==> src/rtl/option_menu_ctrl.sv <==
// Option menu controller: cursor tracking with auto-repeat and wrap-around,
// mapping of draw coordinates onto four stacked option sprite boxes, and a
// valid/ready handoff of the confirmed choice to the game FSM.
module option_menu_ctrl #(
   parameter int BOX_W      = 150,
   parameter int BOX_H      = 60,
   parameter int BOX_X0     = 245,
   parameter int BOX_Y0     = 90,
   parameter int BOX_GAP    = 15,
   parameter int REPEAT_CYC = 12500000
) (
   input  logic        Clk,
   input  logic        Reset,
   input  logic        menu_en,
   input  logic        key_up,
   input  logic        key_down,
   input  logic        key_sel,
   input  logic [9:0]  draw_x,
   input  logic [9:0]  draw_y,
   output logic [1:0]  option,
   output logic [1:0]  option_ctr,
   output logic [13:0] read_address,
   output logic        pix_in_box,
   output logic        choice_valid,
   output logic [1:0]  choice,
   input  logic        choice_ready
);

   localparam int CNT_W = (REPEAT_CYC > 1) ? $clog2(REPEAT_CYC + 1) : 1;
   localparam logic [CNT_W-1:0] REP_LAST = CNT_W'(REPEAT_CYC - 1);
   localparam logic [10:0] X_LO = 11'(BOX_X0);
   localparam logic [10:0] X_HI = 11'(BOX_X0 + BOX_W);

   typedef enum logic [1:0] {S_OFF, S_MENU, S_REQ, S_LOCKED} state_t;

   state_t           state_q, state_d;
   logic [1:0]       cursor_q, cursor_d;
   logic [1:0]       choice_q, choice_d;
   logic             valid_q, valid_d;
   logic             up_prev_q, dn_prev_q, sel_prev_q;
   logic [CNT_W-1:0] cnt_up_q, cnt_up_d;
   logic [CNT_W-1:0] cnt_dn_q, cnt_dn_d;
   logic             sel_edge;

   logic [10:0]      px, py;
   logic [10:0]      lx_p0, ly_p0;
   logic             hit_p0;
   logic [1:0]       opt_p0;
   logic [13:0]      addr_p0;
   logic [1:0]       option_q;
   logic [13:0]      addr_q;
   logic             hit_p1_q;
   logic             pix_p2_q;

   assign sel_edge = key_sel & ~sel_prev_q;
   assign px       = {1'b0, draw_x};
   assign py       = {1'b0, draw_y};

   // Menu FSM next state, cursor stepping with auto-repeat, choice handshake.
   always_comb begin
      state_d  = state_q;
      cursor_d = cursor_q;
      choice_d = choice_q;
      valid_d  = valid_q;
      cnt_up_d = '0;
      cnt_dn_d = '0;
      if (state_q == S_OFF) begin
         cursor_d = '0;
      end
      if (!menu_en) begin
         state_d = S_OFF;
         valid_d = 1'b0;
      end else begin
         case (state_q)
            S_OFF: begin
               state_d  = S_MENU;
               cursor_d = '0;
            end
            S_MENU: begin
               if (sel_edge) begin
                  // select wins over a simultaneous up/down step
                  state_d  = S_REQ;
                  choice_d = cursor_q;
                  valid_d  = 1'b1;
               end else if (key_up && key_down) begin
                  // conflicting keys: no step, repeat counters stay cleared
               end else if (key_up) begin
                  if (!up_prev_q || cnt_up_q == REP_LAST) begin
                     cursor_d = cursor_q - 2'd1;
                  end else begin
                     cnt_up_d = cnt_up_q + 1'b1;
                  end
               end else if (key_down) begin
                  if (!dn_prev_q || cnt_dn_q == REP_LAST) begin
                     cursor_d = cursor_q + 2'd1;
                  end else begin
                     cnt_dn_d = cnt_dn_q + 1'b1;
                  end
               end
            end
            S_REQ: begin
               if (valid_q && choice_ready) begin
                  state_d = S_LOCKED;
                  valid_d = 1'b0;
               end
            end
            S_LOCKED: begin
            end
            default: state_d = S_OFF;
         endcase
      end
   end

   // Pixel stage 0: find which box (if any) contains the draw coordinate.
   always_comb begin
      hit_p0  = 1'b0;
      opt_p0  = option_q;
      addr_p0 = addr_q;
      lx_p0   = px - X_LO;
      ly_p0   = '0;
      for (int i = 0; i < 4; i++) begin
         if (px >= X_LO && px < X_HI &&
             py >= 11'(BOX_Y0 + i * (BOX_H + BOX_GAP)) &&
             py <  11'(BOX_Y0 + i * (BOX_H + BOX_GAP) + BOX_H)) begin
            hit_p0  = 1'b1;
            opt_p0  = 2'(i);
            ly_p0   = py - 11'(BOX_Y0 + i * (BOX_H + BOX_GAP));
            addr_p0 = 14'(ly_p0) * 14'(BOX_W) + 14'(lx_p0);
         end
      end
   end

   // Control registers: FSM, cursor, key history, repeat counters, handshake.
   always_ff @(posedge Clk) begin
      if (Reset) begin
         state_q    <= S_OFF;
         cursor_q   <= '0;
         choice_q   <= '0;
         valid_q    <= 1'b0;
         up_prev_q  <= 1'b0;
         dn_prev_q  <= 1'b0;
         sel_prev_q <= 1'b0;
         cnt_up_q   <= '0;
         cnt_dn_q   <= '0;
      end else begin
         state_q    <= state_d;
         cursor_q   <= cursor_d;
         choice_q   <= choice_d;
         valid_q    <= valid_d;
         up_prev_q  <= key_up;
         dn_prev_q  <= key_down;
         sel_prev_q <= key_sel;
         cnt_up_q   <= cnt_up_d;
         cnt_dn_q   <= cnt_dn_d;
      end
   end

   // Pixel stages 1 and 2: ROM option/address, then hit aligned with ROM data.
   always_ff @(posedge Clk) begin
      if (Reset) begin
         option_q <= '0;
         addr_q   <= '0;
         hit_p1_q <= 1'b0;
         pix_p2_q <= 1'b0;
      end else begin
         option_q <= opt_p0;
         addr_q   <= addr_p0;
         hit_p1_q <= hit_p0;
         pix_p2_q <= hit_p1_q & (state_q != S_OFF);
      end
   end

   assign option       = option_q;
   assign option_ctr   = cursor_q;
   assign read_address = addr_q;
   assign pix_in_box   = pix_p2_q;
   assign choice_valid = valid_q;
   assign choice       = choice_q;

endmodule

==> config.mk <==
export PLATFORM = sky130hd
export DESIGN_NAME = option_menu_ctrl
export DESIGN_NICKNAME = d
export VERILOG_FILES = /design/src/rtl/option_menu_ctrl.sv
export SDC_FILE = /design/constraint.sdc
export NUM_CORES = 1
export LEC_CHECK = 0
export CAP_MARGIN = 20
export CELL_PAD_IN_SITES_DETAIL_PLACEMENT = 1
export CELL_PAD_IN_SITES_GLOBAL_PLACEMENT = 1
export CORE_MARGIN = 2
export CORE_UTILIZATION = 51
export CTS_CLUSTER_SIZE = 40
export DETAILED_ROUTE_END_ITERATION = 16
export MAX_ROUTING_LAYER = met4
export PLACE_DENSITY = 0.88
export SYNTH_ARGS = -nofsm -noshare
export SYNTH_HDL_FRONTEND = slang
export SYNTH_SLANG_ARGS = --single-unit
==> constraint.sdc <==
create_clock -name Clk -period 17.7 [get_ports Clk]
set_input_delay 3.54 -clock Clk [delete_from_list [all_inputs] [get_ports Clk]]
set_output_delay 3.54 -clock Clk [all_outputs]
set_load 0.03 [all_outputs]
---- Word level (Yosys, flattened, before mapping) ----
Cells that the tools add are included.
word-level totals
  register bits after elaboration ......... 76
  output and inout port bits .............. 22
  logic and storage cells ................. 106
cells by class
  add/sub/neg operators ................... 13
  $mul .................................... 4
  order comparisons ....................... 10
  equal/unequal tests ..................... 6
  multiplexer cells ....................... 27
  bitwise gates (word level) .............. 7
  reduce and logical (&&, ||, !) cells .... 26
operator list
  kind                                                                count
  adder 14 x 11 -> 14 bit                                             4
  2-to-1 mux 14 bit                                                   4
  multiplier 11 x 7 -> 13 bit, second input constant                  4
  adder 24 x 1 -> 24 bit, second input constant                       2
  == test 24 bit, second input constant                               2
  subtractor 10 x 8 -> 11 bit, second input constant                  3
  greater-or-equal comparator 10 x 8 -> 1 bit, second input constant  3
  < comparator 10 x 9 -> 1 bit, second input constant                 3
  2-to-1 mux 2 bit                                                    14
  < comparator 10 x 8 -> 1 bit, second input constant                 2
  logical AND 1 bit                                                   11
  subtractor 10 x 7 -> 11 bit, second input constant                  1
  subtractor 10 x 9 -> 11 bit, second input constant                  1
  greater-or-equal comparator 10 x 7 -> 1 bit, second input constant  1
  greater-or-equal comparator 10 x 9 -> 1 bit, second input constant  1
  AND reduction 3 bit                                                 3
  OR reduction 8 bit                                                  1
  OR reduction 7 bit                                                  1
  2-to-1 mux 1 bit                                                    6
  one-hot mux 2 bit (3 select lines)                                  1
  NOT 1 bit                                                           5
  inequality test 2 bit, second input constant                        2
  one-hot mux 2 bit (2 select lines)                                  1
  nonzero test 2 bit                                                  2
  12 further kinds                                                    15

---- Longest topological paths before layout ----
Gate-level depths: netlist of the first run.
  depth in word-level cells ............... 9
  depth in mapped cells ................... 28
  depth with buffers taken out ............ 28

---- Worst setup path after synthesis of the first run ----
No wires, ideal clock.
  kind .................................... input -> register
  start ................................... in draw_y[1]
  end ..................................... reg addr_q[13], in the netlist read_address[13]
  arrival ................................. 8.693 ns
  slack ................................... 8.919 ns
  stages .................................. 24
  path through ............................ inv_1 > ha_1 > nor2_1 > o21ai_0 > xor2_1 > ha_1 > ha_1 > fa_1 > inv_1 > fa_1 > inv_1 > ha_1 > or4_1 > nand2_1 > xor2_1 > nand2_1 > o211ai_1 > a31oi_1 > ha_1 > a21oi_1 > o21a_1 > a2111oi_4 > or3_1 > a311oi_2
between the ends
  longest elaborated chain between the ends .. 7
ends and longest elaborated chain
  what                             line  source
  start, declared                  19    input logic [9:0] draw_y,
  subtractor 10 x 7 -> 11 bit      127   ly_p0 = py - 11'(BOX_Y0 + i * (BOX_H + BOX_GAP));
  multiplier 11 x 7 -> 13 bit      128   addr_p0 = 14'(ly_p0) * 14'(BOX_W) + 14'(lx_p0);
  adder 14 x 11 -> 14 bit          128
  2-to-1 mux 14 bit (4 in series)  122   if (px >= X_LO && px < X_HI &&
  end signal, assigned             167   addr_q <= addr_p0;
  end, declared                    51    logic [13:0] addr_q;
Several ways; a longest one is shown, not always the timed one. The select of a mux whose other input is x is not followed.
A chain may end at the register's enable or synchronous reset.

---- Worst setup path after layout of the first run ----
Ends and elaborated chain as after synthesis.

==> results of run 1 <==
-- where the power goes --
| part | total, mW | switching, mW | leakage, nW | internal (mW) |
|---|---|---|---|---|
| combinational | 1.09 | 0.631 | 3.90 | 0.460 |
| clock | 0.205 | 0.0794 | 0.158 | 0.125 |
| sequential | 0.181 | 0.00422 | 0.614 | 0.177 |
-- final cells by class --
| type | count | area share, % |
|---|---|---|
| clock buffers | 10 | 2.201 |
| clock inverters | 6 | 0.9141 |
| inverters | 180 | 6.495 |
| multi-input cells | 850 | 68.25 |
| flip-flops and latches | 76 | 14.63 |
| well taps | 229 | 2.754 |
| repair buffers | 50 | 4.763 |
-- metal layers --
metal,vias to the layer above,part of all wire [%]
met4,0,2.9
met2,149,51
li1,3840,-
met3,59,2.7
met5,-,0
met1,3855,44
-- placed cells by master, fill, tap and decap left out, types with 10 or more instances in the layout --
cell,Yosys,layout
inv_1,176,176
ha_1,158,158
nor2_1,116,116
xnor2_1,87,87
dfxtp_1,76,76
nand2_1,62,62
xor2_1,51,51
fa_1,48,48
clkdlybuf4s50_1,0,48
a21oi_1,46,46
nand3_1,39,39
o21ai_0,33,33
mux2i_1,15,15
nor2b_1,13,13
a211oi_1,12,12
a21o_1,11,11
nand4_1,11,11
and3_1,11,11
nand2b_1,11,11
nor3_1,10,10
-- logic make-up (layout without fill, tap and decap cells) --
group,after synthesis,in the layout
mux,16,16
xor+xnor,142,142
compound gates,170,170
buf+inv,208,246
fa+ha+maj,206,206
flops,76,76
simple gates,316,316
-- metrics by stage --
step	power, mW	worst slack, ns	cell area, um^2	util, %	instances
floorplan	0.9844	8.919	9437	-	1134
global placement	1.198	7.466	10080	55.72	1385
detailed placement	1.255	7.220	10080	55.72	1385
CTS	1.476	7.523	10400	57.52	1401
global route	1.611	7.026	10400	57.52	1401
finish	1.476	7.496	10400	57.52	1401
-- flip-flops by register name, indices dropped and copies added, names as in the netlist --
register,cells
choice,2
choice_valid,1
cnt_dn_q,24
cnt_up_q,24
dn_prev_q,1
hit_p1_q,1
option,2
option_ctr,2
pix_in_box,1
read_address,14
sel_prev_q,1
state_q,2
up_prev_q,1
-- critical path: cells and delay by family --
kind	cells	cell delay, ns
adders and majority gates	7	2.71
AOI/OAI and AO/OA	7	1.38
and+or+nand+nor	5	1.00
buffers and inverters	4	1.18
xor gates and xnor gates	2	0.61
-- path summary, 6_finish.rpt --
path | endpoint | slack (ns) | from | cells past startpoint
hold / removal | choice[0] | 0.45 | choice[0] | 2
setup / recovery | read_address[13] | 7.50 | draw_y[1] | 25
setup reg to reg | cnt_dn_q[19] | 15.21 | state_q[1] | 6
hold reg to reg | choice[0] | 0.45 | choice[0] | 2
==> out/results.ini, run 1 <==
[cts]
cts.sinks=76
ctsRootBufferMaster=clkbuf_16
holdBufCountCts=0
post-cts-setup-buffers=0
clkTransAtPathRegs_ns=0.07
cts_tree=built
h-tree-depth=3
post_cts_resized=0
clock_tree.buffer_depth=2
insertion_delay_ns=0.34
cts_made_buffers=9

[setup_path]
start_kind=input port
cp_slowest_cell=clkdlybuf4s50_1
path_class=input port to flip-flop
arrival_ns=10.45
cp_common_cell=ha_1
crit_path_max_fanout=12
required_ns=17.94
slowest_delay_ns=0.79
end_kind=flip-flop

[global_route]
groute.usage.overall_pct=28.63
first_global_vias=8784
grtUsageMet3_pct=2.632
grt_start_max_net_pins=27
antenna_found_initial=0
gr-total-overflow=0
grtUsageMet2_pct=51.65
grt_use_met1_pct=33.65
grt_pass1_wl_um=44150
busiest_layer=met2

[synth]
synthMostInstantiatedCell=inv_1
yosys_register_bits=76
syn_nets=1367
synth_xor_area_share_pct=13.63
yosysUniqueCellTypes=77
synth_top_area_share_pct=20.95
synth.avg_cell_area_um2=8.321
synthMuxAreaShare_pct=1.710
synth_edf_count=0
synth_top_area_cell=ha_1
synth_common_cells=inv_1 (176), ha_1 (158), nor2_1 (116)
synth-compound-area-share_pct=12.58
synth-main-ff-cell=dfxtp_1
yosys.area_share.simple_pct=16.18
synth.area.top_cells=ha_1 (21%), dfxtp_1 (16%), fa_1 (10%)
async_flop_share_pct=0
yosys_warnings=0
synth-adder-area-share_pct=31.13
netlist_instances=1134
synth_top_family_by_area=adder cells
ys_seq_area_share_pct=16.12
mappedNetlistArea_mm2=0.009437

[route]
first_iter_violations=416
antenna_left=0
wire_per_inst_um=18.85
drt_wl_total_um=26410
drc=4
via_count=7903
via_per_inst=5.641
first_pass_iters=11

[job]
cap_violations=0

[final_layout]
drive_above_1_share_pct=4.266
multiInputGateArea_mm2=0.007099
synthToLayoutAreaGrowth_pct=10.24
final_nets=1400
register_area_mm2=0.001521
antennaDiodeCount=0
fillCellCount=2203

[die]
row_count=49
core_mm2=0.01809
dieArea_mm2=0.01961
ios=49
die_h_um=140.0
die_w_um=140.0
initial_core_util_pct=52.18

[timing]
rsz0062_at_grt=no
max-slew-margin-rel_pct=30.23
slew_viol_final=0
hold_viol_final=0
min_period_ns=10.20
worstMarginPinSlew_ns=1.043
finalCritPeriodShare_pct=57.65
setup_viol_count_final=0
clock.fmax_ghz=0.09800
fin_worst_skew_ns=0.008330
fin_hold_ws_ns=0.4526
tns_ns=0

[run_status]
violations=DRC
status=finished with violations

[place]
dp_hpwl_um=21120
routabilityCongestion=0.8999
portBuffers=48

[power_and_ir_drop]
powerDensity_mw_per_mm2=141.9
ir_worst_vdd_uv=62.84
power_leakage_nw=4.670

[min_path]
holdCritPathClass=flip-flop to flip-flop

(Power assumes the default switching activity.)
==> run 2: changes to the inputs <==
--- a/config.mk
+++ b/config.mk
@@ -9,11 +9,11 @@
 export CELL_PAD_IN_SITES_DETAIL_PLACEMENT = 1
 export CELL_PAD_IN_SITES_GLOBAL_PLACEMENT = 1
 export CORE_MARGIN = 2
-export CORE_UTILIZATION = 51
+export CORE_UTILIZATION = 48
 export CTS_CLUSTER_SIZE = 40
 export DETAILED_ROUTE_END_ITERATION = 16
 export MAX_ROUTING_LAYER = met4
-export PLACE_DENSITY = 0.88
+export PLACE_DENSITY = 0.83
 export SYNTH_ARGS = -nofsm -noshare
 export SYNTH_HDL_FRONTEND = slang
 export SYNTH_SLANG_ARGS = --single-unit
==> constraint.sdc (replaced) <==
create_clock -name Clk -period 10.5 [get_ports Clk]
set_input_delay 2.1 -clock Clk [delete_from_list [all_inputs] [get_ports Clk]]
set_output_delay 2.1 -clock Clk [all_outputs]
set_load 0.03 [all_outputs]
==> run 2 against run 1 <==
The run now ends clean. Non-clock buffer count grew 1. Global-route usage shrank 2.9 points. Total power grew 67%. Hold slack gained 0.0055 ns. Final area is 0.40% higher. Utilization is 3.7 points lower. Count of clock-buffer cells in the layout decreased by 1. Worst setup slack worse by 5.8 ns. Clock power is 63% higher. Combinational power up 68%.
==> out/results.ini, run 2 (synthesis results as in run 1) <==
[timing]
clock.fmax_ghz=0.1133
hold_viol_final=0  ; unchanged
max-slew-margin-rel_pct=34.63  ; was 30.23%
fin_ws_ns=1.671  ; was 7.496 ns
min_period_ns=8.829
worstMarginPinSlew_ns=0.9778  ; was 1.043 ns
tns_ns=0  ; unchanged
finalCritPeriodShare_pct=84.09
slew_viol_final=0  ; unchanged
fin_worst_skew_ns=0.005645  ; was 0.008330 ns
setup_viol_count_final=0  ; unchanged
rsz0062_at_grt=no  ; unchanged

[place]
portBuffers=48  ; unchanged
placed_area_mm2=0.01013  ; was 0.01008 mm^2
dpl.cell_count=1422  ; was 1385
dp_hpwl_um=20480  ; was 21120 um
post-place-ws_ns=1.352  ; was 7.220 ns
routabilityCongestion=0.8586  ; was 0.8999

[setup_path]
rrSetupSlack_ns=7.96  ; was 15.21 ns
reg2reg_depth=6  ; unchanged
required_ns=10.76  ; was 17.94 ns
crit_path_max_fanout=12  ; unchanged
start_kind=input port  ; unchanged
rr_endpoint=cnt_dn_q[3]  ; was cnt_dn_q[19]
arrival_ns=9.09  ; was 10.45 ns
r2r_start=state_q[1]  ; unchanged
path_class=input port to flip-flop  ; unchanged
end_kind=flip-flop  ; unchanged

[cts]
holdBufCountCts=0  ; unchanged
post-cts-setup-buffers=0  ; unchanged
clkTransAtPathRegs_ns=0.06  ; was 0.07 ns
clock_tree.buffer_depth=2  ; unchanged
insertion_delay_ns=0.35  ; was 0.34 ns
ctsRootBufferMaster=clkbuf_16  ; unchanged
h-tree-depth=3  ; unchanged
post_cts_resized=0  ; unchanged
cts_tree=built  ; unchanged
cts_made_buffers=9  ; unchanged
cts.sinks=76  ; unchanged

[final_layout]
final_nets=1401  ; was 1400
antennaDiodeCount=0  ; unchanged
synthToLayoutAreaGrowth_pct=10.67  ; was 10.24%
final_cell_mix=inv_1 (176), ha_1 (158), nor2_1 (116)  ; unchanged
final_area_mm2=0.01044  ; was 0.01040 mm^2
fin_cells=1438  ; was 1401
layout_commonest_cell=inv_1  ; unchanged
drive_above_1_share_pct=4.433  ; was 4.266%

[global_route]
grt_start_max_net_pins=27  ; unchanged
gr-total-overflow=0  ; unchanged
groute.usage.overall_pct=25.73  ; was 28.63%
first_global_vias=8344  ; was 8784
antenna_found_initial=0  ; unchanged
grt_pass1_wl_um=41150  ; was 44150 um

[route]
wire_per_inst_um=17.61  ; was 18.85 um
drt_wl_total_um=25320  ; was 26410 um
dr_wl_met2_um=12510  ; was 13410 um
drc=0  ; was 4
via_per_inst=5.492  ; was 5.641
antenna_left=0  ; unchanged
met1_length_um=11380  ; was 11520 um
via_count=7898  ; was 7903
top_layer=met4  ; unchanged
first_iter_violations=278  ; was 416
first_pass_iters=4  ; was 11
wl_met3_um=665  ; was 713 um

[die]
ios=49  ; unchanged
row_count=51  ; was 49
core_mm2=0.01940  ; was 0.01809 mm^2
dieArea_mm2=0.02080  ; was 0.01961 mm^2
die_h_um=144.2  ; was 140.0 um
die_w_um=144.2  ; was 140.0 um
initial_core_util_pct=48.65  ; was 52.18%

[power_and_ir_drop]
ir_worst_vdd_uv=130.2  ; was 62.84 uV
powerDensity_mw_per_mm2=236.5  ; was 141.9 mW/mm^2
power_leakage_nw=4.673  ; was 4.670 nW
total_power_mw=2.470  ; was 1.476 mW

[min_path]
hold_start=choice[1]  ; was choice[0]
whs_endpoint=choice[1]  ; was choice[0]
hold-path-cell-count=2  ; unchanged
holdCritPathClass=flip-flop to flip-flop  ; unchanged

[run_status]
status=complete, no violations  ; was finished with violations

[job]
cap_violations=0  ; unchanged

run 2: cell types whose count changed in the layout (fill, tap and decap cells not counted), sizes merged:
cell / delta
inv: +4
clkinv: -2
buf: +1
bufinv: -1
clkbuf: -1
run 2: stage by stage:
stage / utilization (%) / hold slack, ns
after floorplan: - / 0.4295
after global placement: 52.23 / 0.4432
after detailed placement: 52.23 / 0.4523
after CTS: 53.84 / 0.4607
after global routing: 53.84 / 0.4897
final: 53.84 / 0.4582
run 2: where the power goes:
group          leakage, nW  total [mW]  internal (mW)  switching (mW)
clock                0.155       0.334          0.191           0.143
sequential           0.614       0.305          0.298         0.00607
combinational         3.90        1.83          0.775            1.06
total                 4.67        2.47           1.26            1.21
run 2: worst max path at each step:
stage          startpoint  slack [ns]  depth (start not counted)          endpoint
5_1_grt         draw_y[0]        1.31                         27  read_address[13]
4_1_cts         draw_y[0]        1.73                         27  read_address[13]
3_3_place_gp    draw_y[0]        1.59                         27  read_address[13]
2_1_floorplan   draw_y[1]        3.16                         24  read_address[13]
3_5_place_dp    draw_y[0]        1.35                         27  read_address[13]
6_report        draw_y[0]        1.67                         27  read_address[13]
run 2: metal layers:
layer / vias to the layer above / track usage (%)
met2: 132 / 45.04
met3: 52 / 2.649
met5: - / -
li1: 3838 / -
met1: 3876 / 30.97
met4: 0 / 8.942
run 2: critical path, cell delays in order:
cell	delay, ns
clkdlybuf4s50_1	0.90
inv_1	0.43
ha_1	0.37
o21bai_1	0.21
a21o_1	0.25
xnor2_1	0.24
inv_1	0.15
ha_1	0.34
ha_1	0.28
inv_1	0.06
fa_1	0.51
fa_1	0.51
inv_1	0.04
ha_1	0.34
o2111ai_1	0.15
nand2_1	0.08
nor2_1	0.11
xor2_1	0.15
mux2i_1	0.11
mux2i_1	0.26
a21oi_1	0.12
ha_1	0.38
nand2_1	0.07
o21a_1	0.22
a2111oi_4	0.29
o21ai_1	0.12
a311oi_2	0.27
run 2: cell type report:
type                       count  area (um^2)
clock buffer                   9        225.2
clock inverter                 7        87.58
fill                        2393         8955
inverter                     180        675.6
multi-input combinational    850         7099
sequential                    76         1521
tap                          265        331.6
timing repair buffer          51        503.0
==> run 3: changes to the inputs <==
==> constraint.sdc (replaced) <==
create_clock -name Clk -period 8.4 [get_ports Clk]
set_input_delay 1.68 -clock Clk [delete_from_list [all_inputs] [get_ports Clk]]
set_output_delay 1.68 -clock Clk [all_outputs]
set_load 0.03 [all_outputs]
==> run 3 against run 2 <==
Critical path depth is 3 lower. Critical path type unchanged. Count of clock-buffer cells in the layout did not move. Non-clock buffer count grew 23. Routed wire length grew 1.1%. Cell count rose by 1.6%. Clock skew increased by 0.0016 ns. Clock power increased by 17%. First-iteration DRC count up 18%. Utilization up 0.83 points. Critical endpoint unchanged. Final area increased by 1.5%. Combinational power is 27% higher.
==> out/results.ini, run 3 (synthesis results as in run 1) <==
[run_status]
status=complete, no violations  ; unchanged

[global_route]
grt_start_max_net_pins=27  ; unchanged
first_global_vias=8478  ; was 8344
groute.usage.overall_pct=25.93  ; was 25.73%
grt_pass1_wl_um=41770  ; was 41150 um
antenna_found_initial=0  ; unchanged
gr-total-overflow=0  ; unchanged

[route]
via_count=7955  ; was 7898
via_per_inst=5.445  ; was 5.492
first_iter_violations=327  ; was 278
drc=0  ; unchanged
antenna_left=0  ; unchanged
wire_per_inst_um=17.53  ; was 17.61 um
first_pass_iters=4  ; unchanged
drt_wl_total_um=25610  ; was 25320 um

[timing]
slew_viol_final=0  ; unchanged
setup_viol_count_final=0  ; unchanged
clock.fmax_ghz=0.1284
fin_worst_skew_ns=0.007221  ; was 0.005645 ns
max-slew-margin-rel_pct=31.17  ; was 34.63%
min_period_ns=7.788
tns_ns=0  ; unchanged
worstMarginPinSlew_ns=1.030  ; was 0.9778 ns
hold_viol_final=0  ; unchanged
finalCritPeriodShare_pct=92.72
rsz0062_at_grt=no  ; unchanged

[setup_path]
cp_slowest_cell=a2111oi_4  ; was clkdlybuf4s50_1
arrival_ns=8.04  ; was 9.09 ns
cp_common_cell=ha_1  ; unchanged
start_kind=input port  ; unchanged
slowest_delay_ns=0.55  ; was 0.90 ns
crit_path_max_fanout=7  ; was 12
cp-startpoint=draw_y[1]  ; was draw_y[0]
end_kind=flip-flop  ; unchanged
worstPathCellList=clkdlybuf4s50_1, inv_1, ha_1, a2111oi_4, a21oi_2, nor2_1, xor2_1, ha_1, fa_1, inv_1, fa_1, inv_1, ha_1, a21oi_1, nand2_1, xor2_1, o211ai_1, a31oi_1, ha_1, nand2_1, o21a_1, a2111oi_4, o21ai_1, a311oi_2
required_ns=8.66  ; was 10.76 ns
path_class=input port to flip-flop  ; unchanged
r2r_start=state_q[1]  ; unchanged
path_buf_inv=4  ; was 5
critPathTopFamily=adder cells  ; unchanged

[cts]
insertion_delay_ns=0.34  ; was 0.35 ns
post-cts-setup-buffers=0  ; unchanged
ctsRootBufferMaster=clkbuf_16  ; unchanged
holdBufCountCts=0  ; unchanged
h-tree-depth=3  ; unchanged
cts.sinks=76  ; unchanged
cts_made_buffers=9  ; unchanged
cts_tree=built  ; unchanged
post_cts_resized=0  ; unchanged
clkTransAtPathRegs_ns=0.06  ; about the same
clock_tree.buffer_depth=2  ; unchanged

[die]
initial_core_util_pct=48.65  ; unchanged
die_h_um=144.2  ; unchanged
core_mm2=0.01940  ; unchanged
ios=49  ; unchanged
die_w_um=144.2  ; unchanged
dieArea_mm2=0.02080  ; unchanged
row_count=51  ; unchanged

[final_layout]
layout_commonest_cell=inv_1  ; unchanged
synthToLayoutAreaGrowth_pct=12.38  ; was 10.67%
antennaDiodeCount=0  ; unchanged
final_cell_mix=inv_1 (176), ha_1 (158), nor2_1 (116)  ; unchanged
final_nets=1424  ; was 1401
drive_above_1_share_pct=6.271  ; was 4.433%
fillCellCount=2383  ; was 2393
fin_cells=1461  ; was 1438

[place]
routabilityCongestion=0.9149  ; was 0.8586
dp_hpwl_um=21220  ; was 20480 um
dpl.cell_count=1445  ; was 1422
portBuffers=48  ; unchanged

[min_path]
holdCritPathClass=flip-flop to flip-flop  ; unchanged
hold_start=cnt_up_q[0]  ; was choice[1]

[job]
cap_violations=0  ; unchanged

[power_and_ir_drop]
power_leakage_nw=4.777  ; was 4.673 nW
ir_worst_vdd_uv=135.3  ; was 130.2 uV
powerDensity_mw_per_mm2=292.1  ; was 236.5 mW/mm^2

[run 3: metal layers]
layer | track usage [%] | part of all wire (%) | up-vias
met1 | 31.40 | 45 | 3934
met5 | - | 0 | -
met4 | 5.774 | 1.7 | 0
li1 | - | - | 3891
met3 | 2.119 | 2.1 | 26
met2 | 47.17 | 51 | 104
[run 3: final timing paths]
path | endpoint | slack (ns) | depth (start not counted)
worst min-delay path | cnt_up_q[0] | 0.46 | 1
worst min register to register | cnt_up_q[0] | 0.46 | 1
worst max register to register | cnt_up_q[17] | 5.91 | 6
worst max-delay path | read_address[13] | 0.61 | 24
[run 3: through the flow]
step / hold WS, ns / power (mW) / util [%] / cell area (um^2) / setup WS [ns]
2_1_floorplan: 0.4295 / 2.074 / - / 9437 / 1.479
3_3_place_gp: 0.4436 / 2.575 / 53.12 / 10300 / 0.4750
3_5_place_dp: 0.4555 / 2.674 / 53.12 / 10300 / 0.2318
4_1_cts: 0.4712 / 3.104 / 54.67 / 10610 / 0.5894
5_1_grt: 0.4889 / 3.373 / 54.67 / 10610 / 0.1626
6_report: 0.4648 / 3.098 / 54.67 / 10610 / 0.6117
[run 3: cell type report]
type / instances / area (um^2) / area share, %
Timing Repair Buffer: 74 / 675.6 / 6.371
Sequential cell: 76 / 1521 / 14.35
Clock buffer: 9 / 225.2 / 2.124
Multi-Input combinational cell: 850 / 7099 / 66.94
Clock inverter: 7 / 76.32 / 0.7197
Inverter: 180 / 675.6 / 6.371
Tap cell: 265 / 331.6 / 3.126
[run 3: power breakdown]
part	internal, mW	switching, mW	total (mW)	leakage [nW]
clock network	0.212	0.180	0.392	0.150
logic	0.976	1.35	2.33	4.01
registers	0.373	0.00768	0.381	0.614
